<file path="config.mk">
export PLATFORM = sky130hd
export DESIGN_NAME = capture_x_flat
export DESIGN_NICKNAME = d
export VERILOG_FILES = /design/src/rtl/capture_x_if.sv /design/src/rtl/capture_x.sv /design/src/flat_wrapper.sv
export SDC_FILE = /design/constraint.sdc
export NUM_CORES = 1
export LEC_CHECK = 0
export ABC_CLOCK_PERIOD_IN_PS = 6120
export CAP_MARGIN = 5
export CORE_ASPECT_RATIO = 2
export CORE_MARGIN = 2
export CORE_UTILIZATION = 55
export DETAILED_ROUTE_END_ITERATION = 10
export PLACE_DENSITY_LB_ADDON = 0.2
export SYNTH_ARGS = -nofsm -noshare
export SYNTH_HDL_FRONTEND = slang
export SYNTH_SLANG_ARGS = --single-unit
</file>
<file path="constraint.sdc">
create_clock -name clk -period 6.12 [get_ports clk]
set_input_delay 0.612 -clock clk [delete_from_list [all_inputs] [get_ports clk]]
set_output_delay 0.612 -clock clk [all_outputs]
set_load 0.05 [all_outputs]
</file>
<file path="src/rtl/capture_x_if.sv">
// Peripheral bus bundle for the capture unit: write strobe, register
// select, write data, read data and interrupt.
interface capture_x_if;
  logic        cap_we;
  logic [1:0]  cap_ch;
  logic [31:0] cap_val;
  logic [31:0] cap_out;
  logic        cap_irq;

  // CPU side drives the strobe/select/data and sees read data and interrupt.
  modport master (
    output cap_we,
    output cap_ch,
    output cap_val,
    input  cap_out,
    input  cap_irq
  );

  // Capture unit side.
  modport slave (
    input  cap_we,
    input  cap_ch,
    input  cap_val,
    output cap_out,
    output cap_irq
  );
endinterface

</file>
<file path="src/rtl/capture_x.sv">
// Three-input timer capture unit. Measures period, high width or low width
// of one selected (synchronized) input in clk ticks, or counts rising edges
// over a tick window. Bus registers: ch0 timeout/result, ch1 arm/status,
// ch2 clear/live counter, ch3 control.
module capture_x #(
  parameter int SYNC_STAGES = 2
) (
  input  logic        clk,
  input  logic        rst,
  input  logic [2:0]  cap_in,
  capture_x_if.slave  bus
);

  typedef enum logic [2:0] {
    IDLE       = 3'd0,
    WAIT_START = 3'd1,
    MEASURE    = 3'd2,
    DONE       = 3'd3
  } state_t;

  localparam logic [31:0] ALL_ONES = 32'hFFFF_FFFF;

  state_t      state;
  logic [31:0] timeout;
  logic [31:0] result;
  logic [31:0] cnt;
  logic [31:0] ecnt;
  logic [4:0]  ctrl;
  logic        done;
  logic        ovf;

  logic [2:0]  synced;
  logic [2:0]  prev;
  logic [2:0]  rise;
  logic [2:0]  fall;

  // Per-bit synchronizer chains; every bit has the same depth so that the
  // relative timing of edges (and hence measured widths) is preserved.
  genvar gi;
  generate
    for (gi = 0; gi < 3; gi++) begin : g_sync
      logic [SYNC_STAGES-1:0] chain;

      // Shift the raw input through the synchronizer flops.
      always_ff @(posedge clk or posedge rst) begin
        if (rst) chain <= '0;
        else     chain <= {chain[SYNC_STAGES-2:0], cap_in[gi]};
      end

      assign synced[gi] = chain[SYNC_STAGES-1];
    end
  endgenerate

  // Edge-detect register: previous synchronized value of each bit.
  always_ff @(posedge clk or posedge rst) begin
    if (rst) prev <= '0;
    else     prev <= synced;
  end

  assign rise = synced & ~prev;
  assign fall = ~synced & prev;

  // Control field decode; select value 3 falls back to input 0.
  logic [1:0]  sel;
  logic [1:0]  mode;
  logic        irq_en;
  logic        rise_sel;
  logic        fall_sel;
  logic        start_ev;
  logic        stop_ev;
  logic        to_hit;
  logic [31:0] cnt_inc;

  assign sel      = (ctrl[1:0] == 2'd3) ? 2'd0 : ctrl[1:0];
  assign mode     = ctrl[3:2];
  assign irq_en   = ctrl[4];
  assign rise_sel = rise[sel];
  assign fall_sel = fall[sel];

  // Low-width mode starts on a falling edge; all others start on a rise.
  assign start_ev = (mode == 2'b10) ? fall_sel : rise_sel;
  // High-width mode stops on a falling edge; period and low width on a rise.
  assign stop_ev  = (mode == 2'b01) ? fall_sel : rise_sel;

  // A zero timeout disables the limit entirely.
  assign to_hit   = (timeout != 32'd0) && (cnt == timeout);

  // Tick counter saturates rather than wrapping.
  assign cnt_inc  = (cnt == ALL_ONES) ? cnt : cnt + 32'd1;

  // Bus writes and measurement FSM. Arm, clear and control writes take
  // priority over anything the FSM would do in the same cycle.
  always_ff @(posedge clk or posedge rst) begin
    if (rst) begin
      state   <= IDLE;
      timeout <= '0;
      result  <= '0;
      cnt     <= '0;
      ecnt    <= '0;
      ctrl    <= '0;
      done    <= 1'b0;
      ovf     <= 1'b0;
    end else begin
      if (bus.cap_we && bus.cap_ch == 2'd0) begin
        timeout <= bus.cap_val;
      end

      if (bus.cap_we && bus.cap_ch != 2'd0) begin
        case (bus.cap_ch)
          2'd1: begin
            done  <= 1'b0;
            ovf   <= 1'b0;
            cnt   <= '0;
            ecnt  <= '0;
            state <= WAIT_START;
          end
          2'd2: begin
            done  <= 1'b0;
            ovf   <= 1'b0;
            state <= IDLE;
          end
          default: begin
            ctrl  <= bus.cap_val[4:0];
            done  <= 1'b0;
            state <= IDLE;
          end
        endcase
      end else begin
        case (state)
          WAIT_START: begin
            cnt <= cnt_inc;
            if (start_ev) begin
              cnt   <= 32'd1;
              ecnt  <= '0;
              state <= MEASURE;
            end else if (mode != 2'b11 && to_hit) begin
              ovf    <= 1'b1;
              done   <= 1'b1;
              result <= ALL_ONES;
              state  <= DONE;
            end
          end
          MEASURE: begin
            if (mode == 2'b11) begin
              cnt <= cnt_inc;
              if (rise_sel) ecnt <= ecnt + 32'd1;
              if (to_hit) begin
                result <= ecnt + {31'd0, rise_sel};
                done   <= 1'b1;
                state  <= DONE;
              end
            end else if (stop_ev) begin
              result <= cnt;
              done   <= 1'b1;
              state  <= DONE;
            end else if (to_hit) begin
              ovf    <= 1'b1;
              done   <= 1'b1;
              result <= ALL_ONES;
              state  <= DONE;
            end else begin
              cnt <= cnt_inc;
            end
          end
          default: begin
            // IDLE and DONE hold everything.
          end
        endcase
      end
    end
  end

  // Register read mux; reads have no side effects.
  always_comb begin
    bus.cap_out = result;
    case (bus.cap_ch)
      2'd0:    bus.cap_out = result;
      2'd1:    bus.cap_out = {27'd0, ovf, done, state};
      2'd2:    bus.cap_out = cnt;
      default: bus.cap_out = {27'd0, ctrl};
    endcase
  end

  assign bus.cap_irq = done & irq_en;

endmodule

</file>
<file path="src/flat_wrapper.sv">
// flat-port wrapper written by rule: the top's interface ports become plain ports
module capture_x_flat 
#(
  parameter int SYNC_STAGES = 2
)
  (clk, rst, cap_in, bus_cap_we, bus_cap_ch, bus_cap_val, bus_cap_out, bus_cap_irq);
  capture_x_if bus_i ();
  input  logic clk;
  input  logic rst;
  input  logic [2:0] cap_in;
  input wire logic [$bits(bus_i.cap_we)-1:0] bus_cap_we;
  input wire logic [$bits(bus_i.cap_ch)-1:0] bus_cap_ch;
  input wire logic [$bits(bus_i.cap_val)-1:0] bus_cap_val;
  output wire logic [$bits(bus_i.cap_out)-1:0] bus_cap_out;
  output wire logic [$bits(bus_i.cap_irq)-1:0] bus_cap_irq;
  assign bus_i.cap_we = bus_cap_we;
  assign bus_i.cap_ch = bus_cap_ch;
  assign bus_i.cap_val = bus_cap_val;
  assign bus_cap_out = bus_i.cap_out;
  assign bus_cap_irq = bus_i.cap_irq;
  capture_x #(.SYNC_STAGES(SYNC_STAGES)) u_core (.clk(clk), .rst(rst), .cap_in(cap_in), .bus(bus_i));
endmodule
</file>
# After elaboration in Yosys (flattened, before gate mapping)
# Index checks and enable logic that the tools add are counted.
# word_totals
inputBits	40
word_cells	117
register_bits	147
# op_classes
order_cmp	1
n_mux	49
bitwise_logic	7
eq_ne	28
reduce_logical	17
add_sub_neg	3
# op_table
cell	count
$mux W32	17
$pmux W32 S2	3
$pmux W32 S3	1
$add A32 B1 Y32 const B	2
$add A32 B1 Y32	1
$eq A32 B32 Y1	1
$eq A32 B32 Y1 const B	1
$reduce_bool A32 Y1	1
$mux W3	6
$ne A3 B1 Y1 const B	6
$mux W1	16
$eq A2 B2 Y1 const B	4
$ne A2 B2 Y1 const B	4
$ne A4 B4 Y1 const B	2
$reduce_and A7 Y1	1
$and A3 B3 Y3	2
$ne A3 B2 Y1 const B	2
$ne A3 B3 Y1 const B	2
$not A3 Y3	2
$pmux W3 S2	1
$reduce_and A6 Y1	1
$reduce_and A5 Y1	1
$bmux W1 S2	2
$eq A2 B1 Y1 const B	2
other kinds (17)	24

# Depth between registers and ports, before layout
# Gate-level depths: netlist of the first run.
# depth
depth_word	9
ltp_mapped	13

# Worst setup path before layout of the first run
# OpenSTA, ideal clock, no wires.
# synth_timing
kind	input to output
from	in bus_cap_ch[0]
to	out bus_cap_out[2]
cell_stages	4
n_path_buf	2
path_slack_ns	3.330
arrival_ns	2.178
required_ns	5.508
cell_sequence	ha_1 clkbuf_1 clkbuf_1 mux2i_1
# synth_between
elab_chain_cells	2
# synth_rtl
element	line	rtl
from (decl)	flat_wrapper.sv:12	input wire logic [$bits(bus_i.cap_ch)-1:0] bus_cap_ch;
$eq A2 B2 Y1 (tied with other cells)	capture_x.sv:176	case (bus.cap_ch)
$pmux W32 S3 *	capture_x.sv:176	
to (decl)	flat_wrapper.sv:14	output wire logic [$bits(bus_i.cap_out)-1:0] bus_cap_out;
# Every way passes the cells marked *; elsewhere a longest branch is shown, timed or not.

# Final worst setup path of the first run
# layout_timing
from	in bus_cap_ch[0]
to	reg u_core.cnt[31]
# layout_between
elab_chain_cells	4
# layout_rtl
element	line	rtl
$reduce_bool A2 Y1	capture_x.sv:108	if (bus.cap_we && bus.cap_ch != 2'd0) begin
$logic_and A1 B1 Y1	capture_x.sv:108	
$ne A4 B4 Y1 (no source line) (tied with other cells)	-	
$reduce_and A4 Y1 (no source line)	-	
to (signal assigned)	capture_x.sv:131	cnt <= cnt_inc;
to (signal assigned)	capture_x.sv:145	cnt <= cnt_inc;
to (signal assigned)	capture_x.sv:162	cnt <= cnt_inc;
to (decl)	capture_x.sv:26	logic [31:0] cnt;
# Parallel ways exist; a longest one is shown, timed or not.
# A chain may end at the register's enable or synchronous reset.

==> results.json, run 1 <==
{
  "status": "finished clean",
  "synth-main-ff-cell": "dfrtp_1",
  "crit_path_end_kind": "flop",
  "routed_via_density": 6.52,
  "cts_resized": 0,
  "grt_pass1_vias": 7437,
  "numCtsBuffers": 17,
  "dr.pass1.iters": 5,
  "crit_path_max_incr_delay_ps": 640,
  "area.growth.synth_to_final_pct": 17.4,
  "fin_crit_ps": 3990,
  "cp.depth": 12,
  "n_antenna_cell": 0,
  "dp_hpwl_mm": 17.8,
  "swShare_pct": 34.4,
  "start_util_pct": 55.8,
  "grt_util_all_layers_pct": 31.4,
  "critPathMaxFanout": 35,
  "ys_seq_area_share_pct": 43.4,
  "synth_nets": 960,
  "p_int_mw": 2.32,
  "path_clk_slew_ps": 60,
  "post_dp_cell_area_um2": 9310,
  "htreeDepth": 4,
  "syn_area_per_cell_um2": 9.30,
  "vias": 7540,
  "hold_viol": 0,
  "gp_congestion": 0.995,
  "cpMostUsedCell": "buf_4",
  "worstPathRequired_ps": 6470,
  "synthCells": 912,
  "synth.distinct_cells": 62,
  "finalSetupTns_ps": 0,
  "p_total_mw": 3.53,
  "wl_per_cell_um": 21.8,
  "relSlewSlack_pct": 38.4,
  "synth_edf_count": 0,
  "regArea_um2": 3680,
  "worstHoldStart": "u_core.g_sync[2].chain[0]",
  "power_density_nw_per_um2": 355,
  "antenna_found_initial": 0,
  "rows": 64,
  "p_clk_share_pct": 33.2,
  "rsz0062_at_grt": "false",
  "cts.sinks": 147,
  "cp_slowest_cell": "or3_1",
  "power_leakage_nw": 4.09,
  "dieWidth_um": 91.8,
  "grt_pass1_wl_mm": 40.6,
  "drc_errors": 0,
  "yosys_warnings": 0,
  "cp-start-kind": "input pin",
  "cp_top_family": "simple AND/OR/NAND/NOR gates",
  "hold_end": "u_core.g_sync[2].chain[1]",
  "grt-ovfl-total": 0,
  "drt_wl_total_mm": 25.2,
  "finalSetupViolCount": 0,
  "cts_hold_buf": 0,
  "fp.dieArea_um2": 16500,
  "synth_area_um2": 8480,
  "rr_startpoint": "u_core.ctrl[0]",
  "cts_buffer_depth": 2,
  "final_nets": 995,
  "detail-route-antenna-nets": 0,
  "core-area_um2": 15200,
  "rr_worst_depth": 13,
  "slew_viol_final": 0,
  "grt_max_degree": 62,
  "p_switching_mw": 1.22,
  "ios": 73,
  "dr.first_iter.drc_count": 503,
  "multi_input_area_um2": 4500,
  "critPathKind": "in -> reg",
  "tightest_slew_ps": 924,
  "hold_path.class": "reg -> reg",
  "finalClockSkew_ps": 8.18,
  "peakVddDrop_v": 0.000208,
  "fmax_mhz": 250,
  "combPwrFrac_pct": 29.5,
  "min_delay_path_depth": 0,
  "root_buffer": "clkbuf_16",
  "synth_top_area_share_pct": 43.4,
  "drive_gt1_share_pct": 9.19,
  "fill_cells": 1290,
  "clkLatencyLatePin_ps": 430,
  "fin_area_um2": 9960,
  "cp_cell_sequence": "clkdlybuf4s50_1 -> inv_1 -> ha_1 -> buf_4 -> nor2b_1 -> nand2_1 -> o31ai_4 -> o311ai_2 -> buf_4 -> or3_1 -> or4_1 -> o21ai_0",
  "cp_num_buf_inv": 4,
  "fin_util_pct": 65.5,
  "period_share_pct": 65.2,
  "ys_seq_elements": 147,
  "seq_power_share_pct": 37.4,
  "synthArstFlopShare_pct": 100,
  "r2r_slack_ps": 2470,
  "cap_violations": 0,
  "port-buffer-count": 72,
  "synth_top_area_cell": "dfrtp_1",
  "critPathArrivalTime_ps": 4340,
  "cts_tree": "yes",
  "die_height_um": 180,
  "cts_setup_buffers": 0,
  "r2r-end": "u_core.result[30]",
  "synth_area_leaders": "dfrtp_1 43%, xor2_1 5.1%, xnor2_1 4.9%, nor2_1 4.4%, mux2_2 4.2%"
}
[cells by family after synthesis]
| logic type | synth area share [%] |
|---|---|
| AND/OR/NAND/NOR | 21.1 |
| AO/OA/AOI/OAI | 15.6 |
| flip-flops | 43.4 |
| XOR/XNOR | 9.91 |
| buffers and inverters | 3.82 |
| multiplexers | 5.07 |
| adder cells (fa/ha/maj) | 1.18 |
[cell usage in the layout, fill, tap and decap left out, types with 7 or more instances in the layout]
cell type        count
o31ai_1             10
nor2b_1              7
buf_4               15
or3_1               17
dfrtp_1            147
nand4_1             26
nand2_1             57
nor3_1              29
mux2i_1              7
o22ai_1             35
a2bb2oi_1           32
nor2_1             100
a22oi_1             27
and2_1               7
inv_1               11
xnor2_1             47
ha_1                 8
nor4_1              30
o21ai_0             34
and3_1              11
mux2_2              32
a21oi_1             18
nand3_1             37
xor2_1              49
clkdlybuf4s50_1     72
clkbuf_16           17
[stage by stage]
step	worst slack, ps	hold slack (ps)	std cells
after detailed placement	1750	338	1126
after CTS	2180	351	1156
after global routing	1920	368	1156
after floorplan	1560	331	912
final	2130	349	1156
after global placement	1830	337	1126
[routing by layer]
layer	global-route usage, %	up-vias	routed length, µm
met3	4.44	74	1340
met1	36.4	3732	9330
met4	14.1	0	1090
met2	56.4	346	13400
met5	0	-	0
li1	-	3388	-
[power groups by stage]
stage | Combinational, mW | Sequential (mW) | Clock, mW
floorplan | 0.765 | 1.26 | 0
global placement | 1.01 | 1.32 | 0
detailed placement | 1.02 | 1.32 | 0
CTS | 1.03 | 1.31 | 1.18
global route | 1.11 | 1.34 | 1.23
finish | 1.04 | 1.32 | 1.17
[flip-flops by register name (all words and copies together), names as in the netlist]
name and count:
u_core.cnt 32, u_core.ctrl 5, u_core.done 1, u_core.ecnt 32
u_core.g_sync.chain 6, u_core.ovf 1, u_core.prev 3, u_core.result 32
u_core.state 3, u_core.timeout 32
[synth_stat cells (11+ instances only)]
master and count:
a2bb2oi_1 32, mux2_2 32, o21ai_0 34, nand3_1 37, dfrtp_1 147, and3_1 11, a21oi_1 19, nor4_1 30
clkbuf_1 57, o22ai_1 35, xnor2_1 47, nand4_1 26, xor2_1 49, or3_1 17, nor2_1 100, nand2_1 57
a22oi_1 28, nor3_1 29, inv_1 12
[worst register-to-register path, delay by kind of cell (launching register included)]
family | cells | cell delay, ps
adder cells (fa/ha/maj) | 2 | 600
AO/OA/AOI/OAI | 3 | 410
XOR/XNOR | 1 | 210
flip-flops | 1 | 410
buffers and inverters | 1 | 150
AND/OR/NAND/NOR | 6 | 1810
[layout make-up]
class                           count  area share (%)
Clock inverter                      8            1.73
Timing Repair Buffer               87            8.36
Sequential cell                   147            36.9
Tap cell                          198            2.49
Multi-Input combinational cell    682            45.1
Clock buffer                       22            4.86
Inverter                           12           0.502
[worst max path at each step]
stage,start,end,slack [ps]
final,bus_cap_ch[0],u_core.cnt[31],2130
after global routing,bus_cap_ch[0],u_core.cnt[5],1920
after CTS,bus_cap_ch[0],u_core.cnt[31],2180
after detailed placement,bus_cap_ch[0],u_core.cnt[31],1750
after global placement,bus_cap_ch[0],u_core.cnt[31],1830
after floorplan,rst,u_core.cnt[0],1560
(Power assumes the default switching activity.)
==> run 2, diff against run 1 <==
--- a/config.mk
+++ b/config.mk
@@ -5,7 +5,7 @@
 export SDC_FILE = /design/constraint.sdc
 export NUM_CORES = 1
 export LEC_CHECK = 0
-export ABC_CLOCK_PERIOD_IN_PS = 6120
+export ABC_CLOCK_PERIOD_IN_PS = 4000
 export CAP_MARGIN = 5
 export CORE_ASPECT_RATIO = 2
 export CORE_MARGIN = 2
==> constraint.sdc (replaced) <==
create_clock -name clk -period 4 [get_ports clk]
set_input_delay 0.4 -clock clk [delete_from_list [all_inputs] [get_ports clk]]
set_output_delay 0.4 -clock clk [all_outputs]
set_load 0.05 [all_outputs]
==> results.json, run 2 (synthesis gave the netlist of run 1 again) <==
{
  "cp-start-kind": "flop",
  "fill_cells": 1303,
  "drt_wl_total_mm": 24.8,
  "drive_gt1_share_pct": 9.92,
  "numCtsBuffers": 17,
  "fmax_mhz": 309,
  "slew_viol_final": 0,
  "drc_errors": 0,
  "ios": 73,
  "grt_util_all_layers_pct": 30.8,
  "core-area_um2": 15200,
  "period_share_pct": 80.8,
  "grt_pass1_vias": 7524,
  "dr.first_iter.drc_count": 504,
  "regArea_um2": 3680,
  "cts_resized": 0,
  "cts_setup_buffers": 0,
  "dieWidth_um": 91.8,
  "cp_num_buf_inv": 2,
  "dp_hpwl_mm": 17.8,
  "htreeDepth": 4,
  "port-buffer-count": 72,
  "hold_path.class": "in -> async",
  "grt-ovfl-total": 0,
  "status": "finished clean",
  "antenna_found_initial": 0,
  "cts.sinks": 147,
  "dr.pass1.iters": 7,
  "cap_violations": 0,
  "detail-route-antenna-nets": 0,
  "grt_pass1_wl_mm": 40.1,
  "multi_input_area_um2": 4500,
  "critPathKind": "reg -> reg",
  "root_buffer": "clkbuf_16",
  "gp_congestion": 1.02,
  "fp.dieArea_um2": 16500,
  "critPathArrivalTime_ps": 3580,
  "hold_viol": 0,
  "finalSetupTns_ps": 0,
  "layout_commonest_cell": "dfrtp_1",
  "final_cell_mix": "147 x dfrtp_1, 100 x nor2_1, 72 x clkdlybuf4s50_1, 57 x nand2_1, 49 x xor2_1",
  "cts_tree": "yes",
  "tightest_slew_ps": 854,
  "rows": 64,
  "cts_buffer_depth": 2,
  "cts_hold_buf": 0,
  "vias": 7478,
  "finalClockSkew_ps": 11.1,
  "rsz0062_at_grt": "false",
  "crit_path_end_kind": "flop",
  "finalSetupViolCount": 0,
  "place_inst": 1134,
  "grt_max_degree": 104,
  "worstPathRequired_ps": 4350,
  "area.growth.synth_to_final_pct": 17.0,
  "fin_crit_ps": 3230,
  "path_clk_slew_ps": 60,
  "start_util_pct": 55.8,
  "routed_via_density": 6.41,
  "critPathLaunch": "u_core.ctrl[0]",
  "cp_top_family": "simple AND/OR/NAND/NOR gates",
  "wl_per_cell_um": 21.3,
  "power_leakage_nw": 4.05,
  "whs_ps": 196,
  "power_density_nw_per_um2": 518,
  "die_height_um": 180,
  "relSlewSlack_pct": 42.7,
  "crit_path_max_incr_delay_ps": 410,
  "cp_cell_sequence": "xnor2_1 -> a21boi_1 -> or2_2 -> inv_1 -> ha_1 -> ha_1 -> nand3_1 -> nor3_1 -> buf_4 -> nand3_1 -> nor2_1 -> xor2_1 -> o22ai_1 -> a2bb2oi_1",
  "cp_slowest_cell": "dfrtp_1",
  "peakVddDrop_v": 0.000323,
  "clkLatencyLatePin_ps": 430,
  "n_antenna_cell": 0,
  "critPathMaxFanout": 5,
  "final_nets": 1003,
  "p_total_mw": 5.14,
  "rr_startpoint": "u_core.ctrl[0]",
  "final_cells": 1166
}
run 2: area by class of cell:
class	count	area share (%)
Multi-Input combinational cell	682	45.3
Sequential cell	147	37.1
Timing Repair Buffer	95	9.13
Clock buffer	20	4.40
Tap cell	198	2.50
Clock inverter	12	1.11
Inverter	12	0.492
run 2: metrics by stage:
step / instance area, µm² / setup WS (ps) / utilization, %
detailed placement: 9380 / 583 / 61.6
global route: 9920 / 523 / 65.2
CTS: 9920 / 796 / 65.2
finish: 9920 / 767 / 65.2
floorplan: 8490 / 1270 / -
global placement: 9380 / 645 / 61.6
run 2: final timing paths:
path,to,slack [ps],cells past startpoint
min,u_core.timeout[21],200,2
min in group clk,u_core.g_sync[1].chain[1],350,0
max reg2reg,u_core.result[30],770,14
min reg2reg,u_core.g_sync[1].chain[1],350,0
max in group asynchronous,u_core.ecnt[14],3060,3
max,u_core.result[30],770,14
run 2: report_power, final:
group | switching (mW) | internal (mW) | total (mW) | leakage, nW
sequential | 0.252 | 1.75 | 2.00 | 1.85
combinational | 0.996 | 0.648 | 1.64 | 1.96
clock | 0.643 | 0.854 | 1.50 | 0.245
total | 1.89 | 3.25 | 5.14 | 4.05
run 2: per-layer routing:
layer  global-route usage [%]  vias to the layer above  part of all wire, %
met2                     55.6                      328                   53
met1                     34.9                     3656                   37
met5                        0                        -                    0
met4                     14.7                        0                  4.3
li1                         -                     3411                    -
met3                     4.74                       83                  5.2
